--- config.mk ---
export PLATFORM = sky130hd
export DESIGN_NAME = toggle_bank
export DESIGN_NICKNAME = d
export VERILOG_FILES = /design/src/rtl/toggle_bank_pkg.sv /design/src/rtl/toggle_lane.sv /design/src/rtl/toggle_bank.sv
export SDC_FILE = /design/constraint.sdc
export NUM_CORES = 1
export LEC_CHECK = 0
export ABC_AREA = 1
export CORE_MARGIN = 2
export CORE_UTILIZATION = 57
export CTS_CLUSTER_DIAMETER = 60
export DETAILED_ROUTE_END_ITERATION = 8
export PLACE_DENSITY = 0.88
export SLEW_MARGIN = 0
export SYNTH_ARGS = -nofsm -noshare
export SYNTH_HDL_FRONTEND = slang
export SYNTH_SLANG_ARGS = --single-unit
--- constraint.sdc ---
create_clock -name clk -period 3.9 [get_ports clk]
set_input_delay 0.585 -clock clk [delete_from_list [all_inputs] [get_ports clk]]
set_output_delay 0.585 -clock clk [all_outputs]
set_load 0.05 [all_outputs]
--- src/rtl/toggle_bank_pkg.sv ---
// rtl/toggle_bank_pkg.sv - command encoding shared by the toggle bank and its lanes
package toggle_bank_pkg;

  typedef logic [1:0] mode_t;

  localparam mode_t MODE_TOGGLE = 2'b00;
  localparam mode_t MODE_LOAD   = 2'b01;
  localparam mode_t MODE_SET    = 2'b10;
  localparam mode_t MODE_CLEAR  = 2'b11;

endpackage

--- src/rtl/toggle_lane.sv ---
// rtl/toggle_lane.sv - one channel: command register, change pulse, optional counter
// Counter present only when TOGGLE_BANK_CNT_EN is defined.
module toggle_lane
  import toggle_bank_pkg::*;
#(
  parameter int               WIDTH = 8,
`ifdef TOGGLE_BANK_CNT_EN
  parameter int               CNT_W = 8,
`endif
  parameter logic [WIDTH-1:0] INIT  = '0
) (
  input  logic             clk,
  input  logic             reset,
  input  logic             en,
  input  mode_t            mode,
  input  logic [WIDTH-1:0] in,
  output logic [WIDTH-1:0] out,
  output logic             chg
`ifdef TOGGLE_BANK_CNT_EN
  ,
  input  logic             cnt_clr,
  output logic [CNT_W-1:0] cnt,
  output logic             cnt_sat
`endif
);

  logic [WIDTH-1:0] nxt;
  logic             changed;

  always_comb begin
    nxt = out;
    unique case (mode)
      MODE_TOGGLE: nxt = out ^ in;
      MODE_LOAD:   nxt = in;
      MODE_SET:    nxt = out | in;
      MODE_CLEAR:  nxt = out & ~in;
      default:     nxt = out;
    endcase
  end

  // Only an enabled command that actually alters the value counts as a change.
  assign changed = en && (nxt != out);

  always_ff @(posedge clk) begin
    if (reset) begin
      out <= INIT;
      chg <= 1'b0;
    end else begin
      if (en) out <= nxt;
      chg <= changed;
    end
  end

`ifdef TOGGLE_BANK_CNT_EN
  assign cnt_sat = &cnt;

  // Clear beats increment; increment stops at all-ones instead of wrapping.
  always_ff @(posedge clk) begin
    if (reset || cnt_clr) begin
      cnt <= '0;
    end else if (changed && !cnt_sat) begin
      cnt <= cnt + 1'b1;
    end
  end
`endif

endmodule

--- src/rtl/toggle_bank.sv ---
// rtl/toggle_bank.sv - bank of independent command-driven registers
// Define TOGGLE_BANK_CNT_EN to add per-channel saturating change counters.
module toggle_bank
  import toggle_bank_pkg::*;
#(
  parameter int               WIDTH    = 8,
  parameter int               CHANNELS = 4,
  parameter int               CNT_W    = 8,
  parameter logic [WIDTH-1:0] INIT     = '0
) (
  input  logic                      clk,
  input  logic                      reset,
  input  logic [CHANNELS-1:0]       en,
  input  logic [2*CHANNELS-1:0]     mode,
  input  logic [WIDTH*CHANNELS-1:0] in,
  output logic [WIDTH*CHANNELS-1:0] out,
  output logic [CHANNELS-1:0]       chg
`ifdef TOGGLE_BANK_CNT_EN
  ,
  input  logic [CHANNELS-1:0]       cnt_clr,
  output logic [CNT_W*CHANNELS-1:0] cnt,
  output logic [CHANNELS-1:0]       cnt_sat
`endif
);

  if (WIDTH < 1 || CHANNELS < 1 || CNT_W < 1) begin : g_param_check
    $error("toggle_bank: WIDTH, CHANNELS and CNT_W must all be at least 1");
  end

  for (genvar i = 0; i < CHANNELS; i++) begin : g_lane
    toggle_lane #(
      .WIDTH   (WIDTH),
`ifdef TOGGLE_BANK_CNT_EN
      .CNT_W   (CNT_W),
`endif
      .INIT    (INIT)
    ) u_lane (
      .clk     (clk),
      .reset   (reset),
      .en      (en[i]),
      .mode    (mode_t'(mode[2*i +: 2])),
      .in      (in[WIDTH*i +: WIDTH]),
      .out     (out[WIDTH*i +: WIDTH]),
      .chg     (chg[i])
`ifdef TOGGLE_BANK_CNT_EN
      ,
      .cnt_clr (cnt_clr[i]),
      .cnt     (cnt[CNT_W*i +: CNT_W]),
      .cnt_sat (cnt_sat[i])
`endif
    );
  end

endmodule
==> impl_metrics.env, run 1 <==
export IMPL_clk_latency_ns=0.28
export IMPL_layout_drive_gt1_share=0.02801
export IMPL_slew_violations=0
export IMPL_timing_slew_headroom=0.2882
export IMPL_fillCellCount=580
export IMPL_clk_pin_slew_ns=0.08
export IMPL_drc=0
export IMPL_synthTopCellsByCount="nand2_1, inv_1, nand3_1"
export IMPL_min_path_type="flop to flop"
export IMPL_place_gp_congestion=0.8697
export IMPL_setup_viol=0
export IMPL_worst_setup_path_end_kind="flop"
export IMPL_nets=823
export IMPL_synth_seq_cells=36
export IMPL_cts_tree="built"
export IMPL_postCtsSetupRepairBufs=0
export IMPL_grt_pass1_vias=3817
export IMPL_min_period_ns=2.237
export IMPL_synthToLayoutAreaGrowth_pct=22.36
export IMPL_rsz0062_at_grt="false"
export IMPL_worstMarginPinSlew_ns=1.066
export IMPL_num_vias=4068
export IMPL_grt_pass1_wl_um=15690
export IMPL_core_area_um2=6719
export IMPL_clkSinkCount=36
export IMPL_routedWlPerCell_um=11.76
export IMPL_cts_resized=0
export IMPL_dieArea_um2=7552
export IMPL_synth_edff_count=0
export IMPL_fmax_mhz=447.0
export IMPL_start_util=0.5831
export IMPL_grt_max_degree=37
export IMPL_first_pass_iters=4
export IMPL_ys_warnings_count=0
export IMPL_ios=82
export IMPL_gr_usage_all_layers=0.2499
export IMPL_critPathMaxFanout=9
export IMPL_cts_hold_buf=0
export IMPL_drtIter0Drc=132
export IMPL_seq_area_frac_synth=0.1840
export IMPL_vias_per_cell=5.123
export IMPL_postSynthCellCount=644
export IMPL_ant_nets=0
export IMPL_port_buffers=81
export IMPL_gr_total_overflow=0
export IMPL_p_per_area_nw_per_um2=260.1
export IMPL_synth_flop_cell="dfxtp_1"
export IMPL_clock_skew_ns=0.005643
export IMPL_synth_top_cell_area_share=0.2044
export IMPL_cts_root_buf="clkbuf_8"
export IMPL_ctsHtreeMaxLevel=2
export IMPL_syn_area_um2=3918
export IMPL_start_kind="input port"
export IMPL_synth_cell_type_count=18
export IMPL_dp_final_hpwl_um=7073
export IMPL_final_util=0.7134
export IMPL_hold_viol=0
export IMPL_syn_area_per_cell_um2=6.083
export IMPL_async_reset_ff_frac=0
export IMPL_syn_num_nets=754
export IMPL_p_leak_nw=2.524
export IMPL_antenna_found_initial=0
export IMPL_worstSetupPathType="input port to flop"
export IMPL_rows=30
export IMPL_synth_area_leaders="ha_1, dfxtp_1, nand2_1, inv_1, nand3_1"
export IMPL_status="finished, final reports clean"
export IMPL_synth_largest_area_cell="ha_1"
export IMPL_peakVddDrop_uv=201.3
export IMPL_worstPathRequired_ns=4.08
export IMPL_synth_most_common_cell="nand2_1"
export IMPL_dieWidth_um=86.90
export IMPL_cts_buffers=5
export IMPL_fin_crit_sh=0.5736
export IMPL_die_y_um=86.90
export IMPL_finalWirelength_um=9339
export IMPL_arrival_ns=2.41
export IMPL_fin_setup_tns_ns=0
export IMPL_cap_violations=0
export IMPL_insertedDiodeCount=0
export IMPL_cts_buffer_depth=2
==> sequential cells by signal (all words and copies together) (netlist names) <==
name	count
g_lane.u_lane.chg	4
g_lane.u_lane.out	32
==> cell families (layout without fill, tap and decap cells) <==
group / count (synthesis) / in the layout / synth area share
fa+ha+maj: 64 / 64 / 0.2044
compound gates: 95 / 95 / 0.1233
simple gates: 306 / 306 / 0.3376
flops: 36 / 36 / 0.1840
buf+inv: 143 / 213 / 0.1508
==> metrics by stage <==
stage | area (µm²) | power, mW | hold slack (ns) | setup WS (ns) | std cells
floorplan | 3918 | 0.8019 | 0.7783 | 2.172 | 644
global placement | 4703 | 0.9464 | 0.5678 | 1.429 | 786
detailed placement | 4703 | 0.9697 | 0.5777 | 1.425 | 786
CTS | 4793 | 1.257 | 0.5893 | 1.725 | 794
global route | 4793 | 1.347 | 0.6281 | 1.522 | 794
finish | 4793 | 1.247 | 0.5851 | 1.663 | 794
==> metal layers <==
layer	vias to the layer above	track usage	routed length [µm]
li1	2172	-	-
met2	77	0.4677	4786
met1	1813	0.2977	4122
met4	0	0.05682	78
met5	-	0	0
met3	6	0.03697	351
==> cells in the final DEF, fill, tap and decap left out <==
cell type,Yosys,final
dfxtp_1,36,36
nor2_1,24,24
o21bai_1,3,3
clkbuf_1,7,2
o21ai_0,41,41
clkbuf_8,0,6
clkdlybuf4s50_1,0,81
a21oi_1,32,32
nand2_1,189,189
nand3_1,68,68
clkinv_1,1,1
ha_1,64,64
o21ai_1,19,19
nand3b_1,21,21
nor2_2,4,4
inv_1,113,113
inv_2,10,10
==> where the power goes <==
part	switching, mW	internal [mW]	total (mW)
registers	0.0335	0.396	0.430
logic	0.333	0.201	0.533
clock network	0.139	0.144	0.284
total	0.505	0.741	1.25
==> final timing paths <==
path                                        startpoint  slack, ns  depth (start not counted)                                   end
hold / removal    g_lane[0].u_lane.out[7]$_SDFFE_PP0P_       0.59                          2  g_lane[0].u_lane.out[7]$_SDFFE_PP0P_
setup / recovery                               mode[3]       1.66                         12       g_lane[1].u_lane.chg$_SDFF_PP0_
setup reg to reg  g_lane[1].u_lane.out[6]$_SDFFE_PP0P_       2.32                         11       g_lane[1].u_lane.chg$_SDFF_PP0_
hold reg to reg   g_lane[0].u_lane.out[7]$_SDFFE_PP0P_       0.59                          2  g_lane[0].u_lane.out[7]$_SDFFE_PP0P_
==> critical path: stages <==
cell             delay (ns)
clkdlybuf4s50_1        0.70
inv_2                  0.16
nor2_1                 0.24
nand2_1                0.09
nand3_1                0.11
nand2_1                0.07
nand2_1                0.06
nand2_1                0.05
nor2_1                 0.10
nand2_1                0.07
nor2_1                 0.12
nor2_1                 0.05
==> layout make-up <==
cell class / count / area [µm²] / area share
multi-input cells: 465 / 2606 / 0.5437
repair buffers: 81 / 810.8 / 0.1691
flip-flops and latches: 36 / 720.7 / 0.1504
inverters: 124 / 465.4 / 0.09710
well taps: 80 / 100.1 / 0.02088
clock buffers: 8 / 90.09 / 0.01879
Power figures use the tool's default switching activity.
==> run 2, diff against run 1 <==
CORE_UTILIZATION = 53   (was 57)
PLACE_DENSITY = 0.82   (was 0.88)
clock period = 2.15 ns   (was 3.9 ns; I/O delays follow)
==> impl_metrics.env, run 2 (same netlist as run 1, synthesis figures left out) <==
export IMPL_start_kind="flop"
export IMPL_cts_buffers=5
export IMPL_p_per_area_nw_per_um2=463.3
export IMPL_clkSinkCount=36
export IMPL_dieWidth_um=89.98
export IMPL_fillCellCount=676
export IMPL_ctsHtreeMaxLevel=2
export IMPL_dp_final_hpwl_um=6938
export IMPL_clock_skew_ns=0.002894
export IMPL_cts_hold_buf=0
export IMPL_reg2regPathDepth=11
export IMPL_ios=82
export IMPL_finalWirelength_um=9137
export IMPL_timing_slew_headroom=0.6212
export IMPL_grt_pass1_wl_um=15970
export IMPL_r2r_start="g_lane[2].u_lane.out[5]$_SDFFE_PP0P_"
export IMPL_die_y_um=89.98
export IMPL_p_leak_nw=2.573
export IMPL_cap_violations=0
export IMPL_worst_setup_path_end_kind="output pin"
export IMPL_postCtsSetupRepairBufs=0
export IMPL_worstMarginPinSlew_ns=0.5664
export IMPL_place_gp_congestion=0.8463
export IMPL_layout_drive_gt1_share=0.04144
export IMPL_ant_nets=0
export IMPL_antenna_found_initial=0
export IMPL_grt_pass1_vias=3810
export IMPL_drc=0
export IMPL_reg_top3="g_lane.u_lane.out x32, g_lane.u_lane.chg x4"
export IMPL_port_buffers=81
export IMPL_critPathMaxFanout=5
export IMPL_drtIter0Drc=109
export IMPL_r2r_end="g_lane[2].u_lane.chg$_SDFF_PP0_"
export IMPL_gr_usage_all_layers=0.2290
export IMPL_min_period_ns=1.868
export IMPL_final_common_cell="nand2_1"
export IMPL_worstSetupPathType="flop to output pin"
export IMPL_hold_viol=0
export IMPL_finalWorstSetupSlack_ns=0.2821
export IMPL_vias_per_cell=4.976
export IMPL_num_vias=4095
export IMPL_min_path_type="flop to flop"
export IMPL_peakVddDrop_uv=295.8
export IMPL_core_area_um2=7214
export IMPL_dieArea_um2=8096
export IMPL_synthToLayoutAreaGrowth_pct=24.88
export IMPL_multi_input_area_um2=2606
export IMPL_rows=31
export IMPL_arrival_ns=1.55
export IMPL_clk_pin_slew_ns=0.07
export IMPL_grt_max_degree=37
export IMPL_seq_area_um2=720.7
export IMPL_whs_endpoint="g_lane[2].u_lane.out[6]$_SDFFE_PP0P_"
export IMPL_nets=833
export IMPL_cp_slowest_stage_delay_ns=0.84
export IMPL_fin_setup_tns_ns=0
export IMPL_hp_start="g_lane[2].u_lane.out[6]$_SDFFE_PP0P_"
export IMPL_start_util=0.5430
export IMPL_cp_top_family="buffers and inverters"
export IMPL_insertedDiodeCount=0
export IMPL_r2r_slack_ns=0.61
export IMPL_regMostFlops="g_lane.u_lane.out"
export IMPL_fin_crit_sh=0.8688
export IMPL_crit_buf_inv=1
export IMPL_cts_resized=0
export IMPL_pre_cts_ws_ns=0.03847
export IMPL_rsz0062_at_grt="false"
export IMPL_fmax_mhz=535.4
export IMPL_routedWlPerCell_um=11.10
export IMPL_setup_viol=0
export IMPL_status="finished, final reports clean"
export IMPL_holdPathStages=2
export IMPL_clk_latency_ns=0.28
export IMPL_final_cell_mix="nand2_1, inv_1, clkdlybuf4s50_1"
export IMPL_cts_root_buf="clkbuf_8"
export IMPL_gr_total_overflow=0
export IMPL_largest_reg_flops=32
export IMPL_cts_tree="built"
export IMPL_crit_chain="clkdlybuf4s50_1"
export IMPL_slew_violations=0
export IMPL_worstPathRequired_ns=1.83
export IMPL_first_pass_iters=4
export IMPL_slowest_stage="clkdlybuf4s50_1"
export IMPL_cts_buffer_depth=2
-- run 2: changes by cell type in the layout (fill, tap and decap cells not counted) --
cell / change
buf_4: +10
-- run 2: power by group --
part | total (mW) | internal, mW | switching [mW]
Clock | 0.511 | 0.262 | 0.249
Sequential | 0.778 | 0.719 | 0.0595
Combinational | 0.977 | 0.375 | 0.601
Total | 2.27 | 1.36 | 0.910
-- run 2: area by class of cell --
| type | instances | area share |
|---|---|---|
| multi-input cells | 465 | 0.5327 |
| inverters | 124 | 0.09514 |
| well taps | 99 | 0.02532 |
| repair buffers | 91 | 0.1811 |
| flip-flops and latches | 36 | 0.1473 |
| clock buffers | 8 | 0.01841 |
-- run 2: worst max path at each step --
| stage | start | endpoint | cells after the start |
|---|---|---|---|
| global route | mode[3] | g_lane[1].u_lane.chg$_SDFF_PP0_ | 12 |
| global placement | mode[3] | g_lane[1].u_lane.chg$_SDFF_PP0_ | 12 |
| detailed placement | mode[3] | g_lane[1].u_lane.chg$_SDFF_PP0_ | 12 |
| floorplan | g_lane[2].u_lane.out[6]$_SDFFE_PP0P_ | g_lane[2].u_lane.chg$_SDFF_PP0_ | 11 |
| finish | g_lane[0].u_lane.out[4]$_SDFFE_PP0P_ | out[4] | 1 |
| CTS | g_lane[2].u_lane.out[3]$_SDFFE_PP0P_ | out[19] | 1 |
-- run 2: layer usage --
metal | vias up | wire [µm] | track usage
li1 | 2180 | - | -
met4 | 0 | 99 | 0.05641
met3 | 12 | 373 | 0.04359
met1 | 1821 | 4278 | 0.2753
met5 | - | 0 | 0
met2 | 82 | 4385 | 0.4198
-- run 2: through the flow --
step	std cells	instance area [µm²]	power [mW]	utilization	hold slack, ns
finish	823	4892	2.266	0.6781	0.5766
global route	823	4892	2.456	0.6781	0.6068
global placement	815	4802	1.733	0.6656	0.5587
detailed placement	815	4802	1.768	0.6656	0.5701
floorplan	644	3918	1.455	-	0.5158
CTS	823	4892	2.293	0.6781	0.5788
